## src/rtl/pixel_fifo.sv

```systemverilog
// rtl/pixel_fifo.sv - first-word-fall-through 24-bit pixel FIFO between frame fetch and VGA timing
// Optional sticky overflow/underflow debug flags are built when PIXEL_FIFO_ERR_EN is defined.
module pixel_fifo #(
    parameter int DATA_W       = 24,
    parameter int DEPTH_LOG2   = 6,
    parameter int AFULL_THRESH = 56
) (
    input  logic                  clk,
    input  logic                  rst,
    input  logic                  wr_en,
    input  logic [DATA_W-1:0]     wr_data,
    input  logic                  rd_en,
    output logic [DATA_W-1:0]     rd_data,
    output logic                  empty,
    output logic                  full,
    output logic                  almost_full,
    output logic [DEPTH_LOG2:0]   level,
    output logic                  overflow,
    output logic                  underflow,
    input  logic                  clr_err
);

    localparam int                DEPTH     = 1 << DEPTH_LOG2;
    localparam logic [DEPTH_LOG2:0] DEPTH_LVL = (DEPTH_LOG2+1)'(DEPTH);
    localparam logic [DEPTH_LOG2:0] AFULL_LVL = (DEPTH_LOG2+1)'(AFULL_THRESH);

    logic [DATA_W-1:0]     mem [DEPTH];
    logic [DEPTH_LOG2-1:0] wptr;
    logic [DEPTH_LOG2-1:0] rptr;
    logic                  rd_acc;
    logic                  wr_acc;

    // A pop frees a slot in the same cycle, so a full FIFO still accepts a write alongside a read.
    assign rd_acc = rd_en && !empty;
    assign wr_acc = wr_en && (!full || rd_acc);

    // Status flags decode only from the registered occupancy; no lookahead.
    assign empty       = (level == '0);
    assign full        = (level == DEPTH_LVL);
    assign almost_full = (level >= AFULL_LVL);

    // Head entry falls through combinationally; meaningless while empty.
    assign rd_data = mem[rptr];

    // Pointer and occupancy state; reset discards all queued pixels.
    always_ff @(posedge clk or posedge rst) begin
        if (rst) begin
            wptr  <= '0;
            rptr  <= '0;
            level <= '0;
        end else begin
            if (wr_acc) begin
                wptr <= wptr + 1'b1;
            end
            if (rd_acc) begin
                rptr <= rptr + 1'b1;
            end
            case ({wr_acc, rd_acc})
                2'b10:   level <= level + 1'b1;
                2'b01:   level <= level - 1'b1;
                default: level <= level;
            endcase
        end
    end

    // Pixel storage; contents are intentionally left untouched by reset.
    always_ff @(posedge clk) begin
        if (wr_acc) begin
            mem[wptr] <= wr_data;
        end
    end

`ifdef PIXEL_FIFO_ERR_EN
    logic ovf_q;
    logic unf_q;

    // Sticky debug flags; a new event in the same cycle as clr_err keeps the flag set.
    always_ff @(posedge clk or posedge rst) begin
        if (rst) begin
            ovf_q <= 1'b0;
            unf_q <= 1'b0;
        end else begin
            if (wr_en && full && !rd_acc) begin
                ovf_q <= 1'b1;
            end else if (clr_err) begin
                ovf_q <= 1'b0;
            end
            if (rd_en && empty) begin
                unf_q <= 1'b1;
            end else if (clr_err) begin
                unf_q <= 1'b0;
            end
        end
    end

    assign overflow  = ovf_q;
    assign underflow = unf_q;
`else
    logic unused_clr_err;

    assign unused_clr_err = clr_err;
    assign overflow       = 1'b0;
    assign underflow      = 1'b0;
`endif

endmodule

```

## config.mk

```make
export PLATFORM = sky130hd
export DESIGN_NAME = pixel_fifo
export DESIGN_NICKNAME = d
export VERILOG_FILES = /design/src/rtl/pixel_fifo.sv
export SDC_FILE = /design/constraint.sdc
export NUM_CORES = 1
export LEC_CHECK = 0
export CAP_MARGIN = 10
export CORE_MARGIN = 2
export CORE_UTILIZATION = 36
export DETAILED_ROUTE_END_ITERATION = 8
export GPL_ROUTABILITY_DRIVEN = 0
export HOLD_SLACK_MARGIN = 0.1
export REMOVE_ABC_BUFFERS = 1
export SYNTH_ARGS = -nofsm -noshare
export SYNTH_HDL_FRONTEND = slang
export SYNTH_SLANG_ARGS = --single-unit
```

## constraint.sdc

```tcl
create_clock -name clk -period 2.9 [get_ports clk]
set_input_delay 0.58 -clock clk [delete_from_list [all_inputs] [get_ports clk]]
set_output_delay 0.58 -clock clk [all_outputs]
set_load 0.01 [all_outputs]
```

# Word level (Yosys, flattened, before mapping)
# Memory sizes are Yosys's and may differ from the RTL's.
# Cells that the tools add are included.
[totals]
register_bits = 19
ram_bits = 1536
in_bits = 29
out_inout_bits = 36
word_cells = 22
mem_count = 1
[op_classes]
addsub = 4
n_lt_le_gt_ge = 1
eq_ne = 3
mux = 3
n_reduce_logical = 7
[mem_list]
columns = ["name", "depth", "word_bits", "read_ports", "rd_clocked_by_memory_dff", "wr", "line_no", "text"]
rows = [
  ["mem", 64, 24, 1, 0, 1, "27", "logic [DATA_W-1:0] mem [DEPTH];"],
]
[op_table]
columns = ["operator", "n"]
rows = [
  ["7-bit one-hot mux with 2 select lines", 1],
  ["6-bit by 1-bit adder with 6-bit output (second input constant)", 2],
  ["7-bit by 1-bit adder with 7-bit output (second input constant)", 1],
  ["7-bit equality test (second input constant)", 1],
  ["7-bit by 6-bit greater-or-equal comparator with 1-bit output (second input constant)", 1],
  ["7-bit logical NOT", 1],
  ["7-bit by 1-bit subtractor with 7-bit output (second input constant)", 1],
  ["2-bit by 1-bit equality test with 1-bit output (second input constant)", 1],
  ["2-bit equality test (second input constant)", 1],
  ["1-bit logical AND", 2],
  ["1-bit logical NOT", 2],
  ["1-bit two-way mux", 2],
  ["2-bit nonzero test", 1],
  ["1-bit logical OR", 1],
]

# Depth between registers and ports, before layout
[depth]
depth_word = 7
depth_mapped = 10

# Worst setup path before layout
# No wires, ideal clock.
[synth_path]
path_type = "register to register"
startpoint = "reg level[6]"
endpoint = "mem mem[59][0], enable pin"
setup_time_ns = 0.405
t_arrival_ns = 2.707
required_time_ns = 2.495
path_slack_ns = -0.212
stages_incl_launch_ff = 7
period_less_slack_ns = 3.112
path_cell_list = "dfrtp_1 clkbuf_1 nor2b_1 a41oi_1 nor2b_1 nand3_1 nor2_1"
[synth_via]
elab_chain_len = 7
elab_cells_between_ends = 9
classes_between = "eq/ne: 1; mux: 2; reduce/logical: 6"
[synth_rtl]
columns = ["element", "line_no", "text"]
rows = [
  ["start: declaration", "17", "output logic [DEPTH_LOG2:0] level,"],
  ["start signal: assignment", "59", "2'b10: level <= level + 1'b1;"],
  ["start signal: assignment", "60", "2'b01: level <= level - 1'b1;"],
  ["start signal: assignment", "61", "default: level <= level;"],
  ["7-bit logical NOT", "38", "assign empty = (level == '0);"],
  ["1-bit logical NOT", "34", "assign rd_acc = rd_en && !empty;"],
  ["1-bit logical AND", "34", ""],
  ["1-bit logical OR (*)", "35", "assign wr_acc = wr_en && (!full || rd_acc);"],
  ["1-bit logical AND (*)", "35", ""],
  ["1-bit two-way mux (*)", "68", "if (wr_acc) begin"],
  ["1-bit two-way mux (not written as such) (*)", "69", "mem[wptr] <= wr_data;"],
  ["end: declaration", "27", ""],
]
# Every way passes the cells marked *; elsewhere a longest branch is shown, timed or not.

# Worst setup path after layout
[layout_path]
startpoint = "reg rptr[0]"
endpoint = "out rd_data[7]"
[layout_via]
elab_chain_len = 1
[layout_rtl]
columns = ["element", "line_no", "text"]
rows = [
  ["start: declaration", "29", "logic [DEPTH_LOG2-1:0] rptr;"],
  ["start signal: assignment", "56", "rptr <= rptr + 1'b1;"],
  ["memory read 64 x 24 bit", "-", ""],
  ["end: declaration", "13", "output logic [DATA_W-1:0] rd_data,"],
]
# Every way passes these cells.

==> results.ini <==
[setup_path]
slowest_delay_ps = 550
cp-start-kind = register
critPathMaxFanout = 8
cpMostUsedCell = buf_12
cp_cell_sequence = buf_12, buf_12, buf_12, buf_16, mux4_2, a211oi_4, a22oi_1, and4_4, buf_6
crit_slowest_cell = mux4_2
worst-setup-path-type = register to primary output
cp.arrival_ps = 3240
required_ps = 2320
crit_path_end_kind = primary output

[outcome]
violations = negative setup slack
status = finished with violations

[global_routing]
grt_overflow = 0
use_met1_pct = 27.8
grt_use_met3_pct = 3.93
grtUsageTotal_pct = 19.6
antenna_found_initial = 10
grt_use_met2_pct = 30.7
grt_pass1_vias = 31400
grt_busiest_layer = met2
grt_first_pass_wirelength_um = 236000
grt_max_degree = 65

[clock_tree]
cts_root_buf = clkbuf_16
postCtsHoldBufs = 0
cts_max_path_buffers = 3
cts_buffers = 159
cts_tree = yes
clkSlewWorstSetupHoldPaths_ps = 60
htree_levels = 4
insertion_delay_ps = 800
cts.sinks = 1555

[finish]
design_area_um2 = 76100
layout.nets = 3439
drive_gt1_share_pct = 39.7
fill_cells = 13800
syn_to_final_growth_pct = 27.0

[job]
drv_cap = 0

[floorplanning]
ios = 65
num_rows = 149
die_w_um = 412
fp.dieH_um = 412
die-area_um2 = 170000
start_util_pct = 36.3
core-area_um2 = 165000

[synth]
synthAdderAreaFrac_pct = 0.179
synth_top_family_by_area = multiplexers
async_reset_ff_share_pct = 1.22
synth.area.mux_share_pct = 15.5
synth-seq-cells = 1555
yosys.area_share.simple_pct = 1.51
synth_common_cells = edfxtp_1, mux4_2, mux2i_1, nor2_1, o22ai_1
synth_top_area_share_pct = 76.9
synth_area_leaders = edfxtp_1, mux4_2, mux2i_1, dfrtp_1, o22ai_1
synth-main-ff-cell = edfxtp_1
ys_seq_area_share_pct = 77.7
ys_warn_count = 0
synth-edff-count = 1536
ys_types = 54
synth_most_common_cell = edfxtp_1
syn_avg_cell_area_um2 = 21.6
syn_inst = 2774
synth_largest_area_cell = edfxtp_1
yosys.area_share.xor_xnor_pct = 0.190
syn-cell-area_um2 = 59900
synth_compound_area_share_pct = 3.36

[timing]
tns_ps = -20230
timing.final.ws_setup_ps = -924
slew_viol_final = 0
timing.fmax_ghz = 0.262
final-hold-violation-count = 0
period_needed_ps = 3820
max_slew_margin_pct = 27.1
rsz0062_at_grt = true
skew_ps = 24.2
finalCritPeriodShare_pct = 132
setup_viol = 24
tightestPinTransition_ps = 1090

[routing]
drt_iter0_drc = 3547
drcViolationCount = 0
first_pass_iters = 8
drt_wl_total_um = 166000
num_vias = 31500
wl_per_cell_um = 29.0
ant_nets = 0
via_per_inst = 5.50

[power]
powerDensity_nw_per_um2 = 982
leakage_uw = 0.0249
irDropWorstVdd_v = 0.00107

[place]
numPortBuffers = 61
placed_cell_area_um2 = 67800
hpwlAfterDp_um = 99600

[min_path]
hp-class = input port to register

==> through the flow <==
step / util, % / total power, µW / hold WS (ps) / std cells / setup WS, ps
2_1_floorplan: - / 34200 / 479 / 2621 / -16980
4_1_cts: 45.7 / 74200 / 244 / 5704 / -989
5_1_grt: 46.1 / 77300 / 260 / 5723 / -1020
6_report: 46.1 / 74800 / 271 / 5727 / -924
3_5_place_dp: 41.1 / 49700 / 511 / 5322 / -1050
3_3_place_gp: 41.1 / 49600 / 502 / 5322 / -1010
==> area by class of cell <==
| class | count | area, µm² | area share (%) |
|---|---|---|---|
| clock buffers | 202 | 4250 | 5.58 |
| repair buffers | 620 | 7490 | 9.84 |
| diodes | 4 | 10.0 | 0.0131 |
| well taps | 2189 | 2740 | 3.60 |
| multi-input cells | 1060 | 14100 | 18.5 |
| inverters | 6 | 22.5 | 0.0296 |
| clock inverters | 91 | 926 | 1.22 |
| flip-flops and latches | 1555 | 46600 | 61.2 |
==> placed cells by master, fill, tap and decap left out, types with 8 or more instances in the layout <==
cell type        netlist  layout
nor2_4                 0      39
bufinv_16              0      16
o22ai_1               74      51
buf_6                 19      51
clkbuf_16              0     167
a211oi_2               0      32
dfrtp_1               19      15
buf_12                 0     169
clkinv_1               0      35
mux2i_1              247     241
mux2_2                29      19
mux2_4                 0      10
o22ai_2                0      14
clkinv_2               0      24
buf_16                 0      21
o31ai_2                0      10
o221ai_1              26      20
a211o_1               17      10
xnor2_1                8       8
a21oi_1               29      19
buf_4                 27     324
buf_2                 43      29
clkbuf_1              55      38
nor2_2                 0      30
a22oi_2                0      14
nand2_2                0      12
mux4_2               289     289
a22oi_1               36      22
edfxtp_1            1536    1536
clkdlybuf4s50_1        0      12
o22ai_4                0       9
nor2_1                78       9
nand2_1               55      43
a211oi_4               0      18
and4_4                 0      16
==> sequential cells by signal, summed over array words and instances, names as in the netlist <==
register,cells
mem,1536
level,7
rptr,6
wptr,6
==> critical path: cells and delay by family (launching register included) <==
kind	cells	cell delay [ps]
DFF	1	480
AOI/OAI and AO/OA	2	510
and+or+nand+nor	1	200
buffers and inverters	5	700
muxes	1	550
==> power breakdown <==
part	switching, µW	internal, µW	total (µW)
clock network	8570	11800	20400
registers	336	25600	26000
logic	14200	14300	28400
total	23100	51700	74800
==> logic make-up after synthesis <==
family,after synthesis
other,1
adder cells (fa/ha/maj),8
buffers and inverters,160
XOR/XNOR,13
AO/OA/AOI/OAI,282
AND/OR/NAND/NOR,190
flip-flops,1555
multiplexers,565
==> path summary, 6_finish.rpt <==
path,cells after the start,startpoint,end,slack [ps]
setup / recovery,9,rptr[0]$_DFFE_PP0N_,rd_data[7],-920
hold / removal,1,wr_data[18],mem[43][18]$_DFFE_PP_,270
setup reg to reg,11,level[0]$_DFFE_PP0P_,level[6]$_DFFE_PP0P_,230
hold reg to reg,1,wptr[2]$_DFFE_PP0P_,wptr[2]$_DFFE_PP0P_,520
max in group asynchronous,2,rst,rptr[2]$_DFFE_PP0N_,1920
min in group asynchronous,2,rst,level[6]$_DFFE_PP0P_,290
==> per-layer routing <==
layer / share of wire, % / routed length [µm]
met5: 0.023 / 39
met4: 2.4 / 4050
met3: 8.5 / 14100
met2: 47 / 78600
met1: 42 / 69500
==> repair_timing <==
item / in CTS / in global routing
cloned: 16 / 3
endpoints found under the setup margin: 26 / 26
setup buffers: 79 / 28
resized for setup: 394 / 101
pin swaps: 93 / 57
No activity file was read; power rests on OpenSTA's default activity.
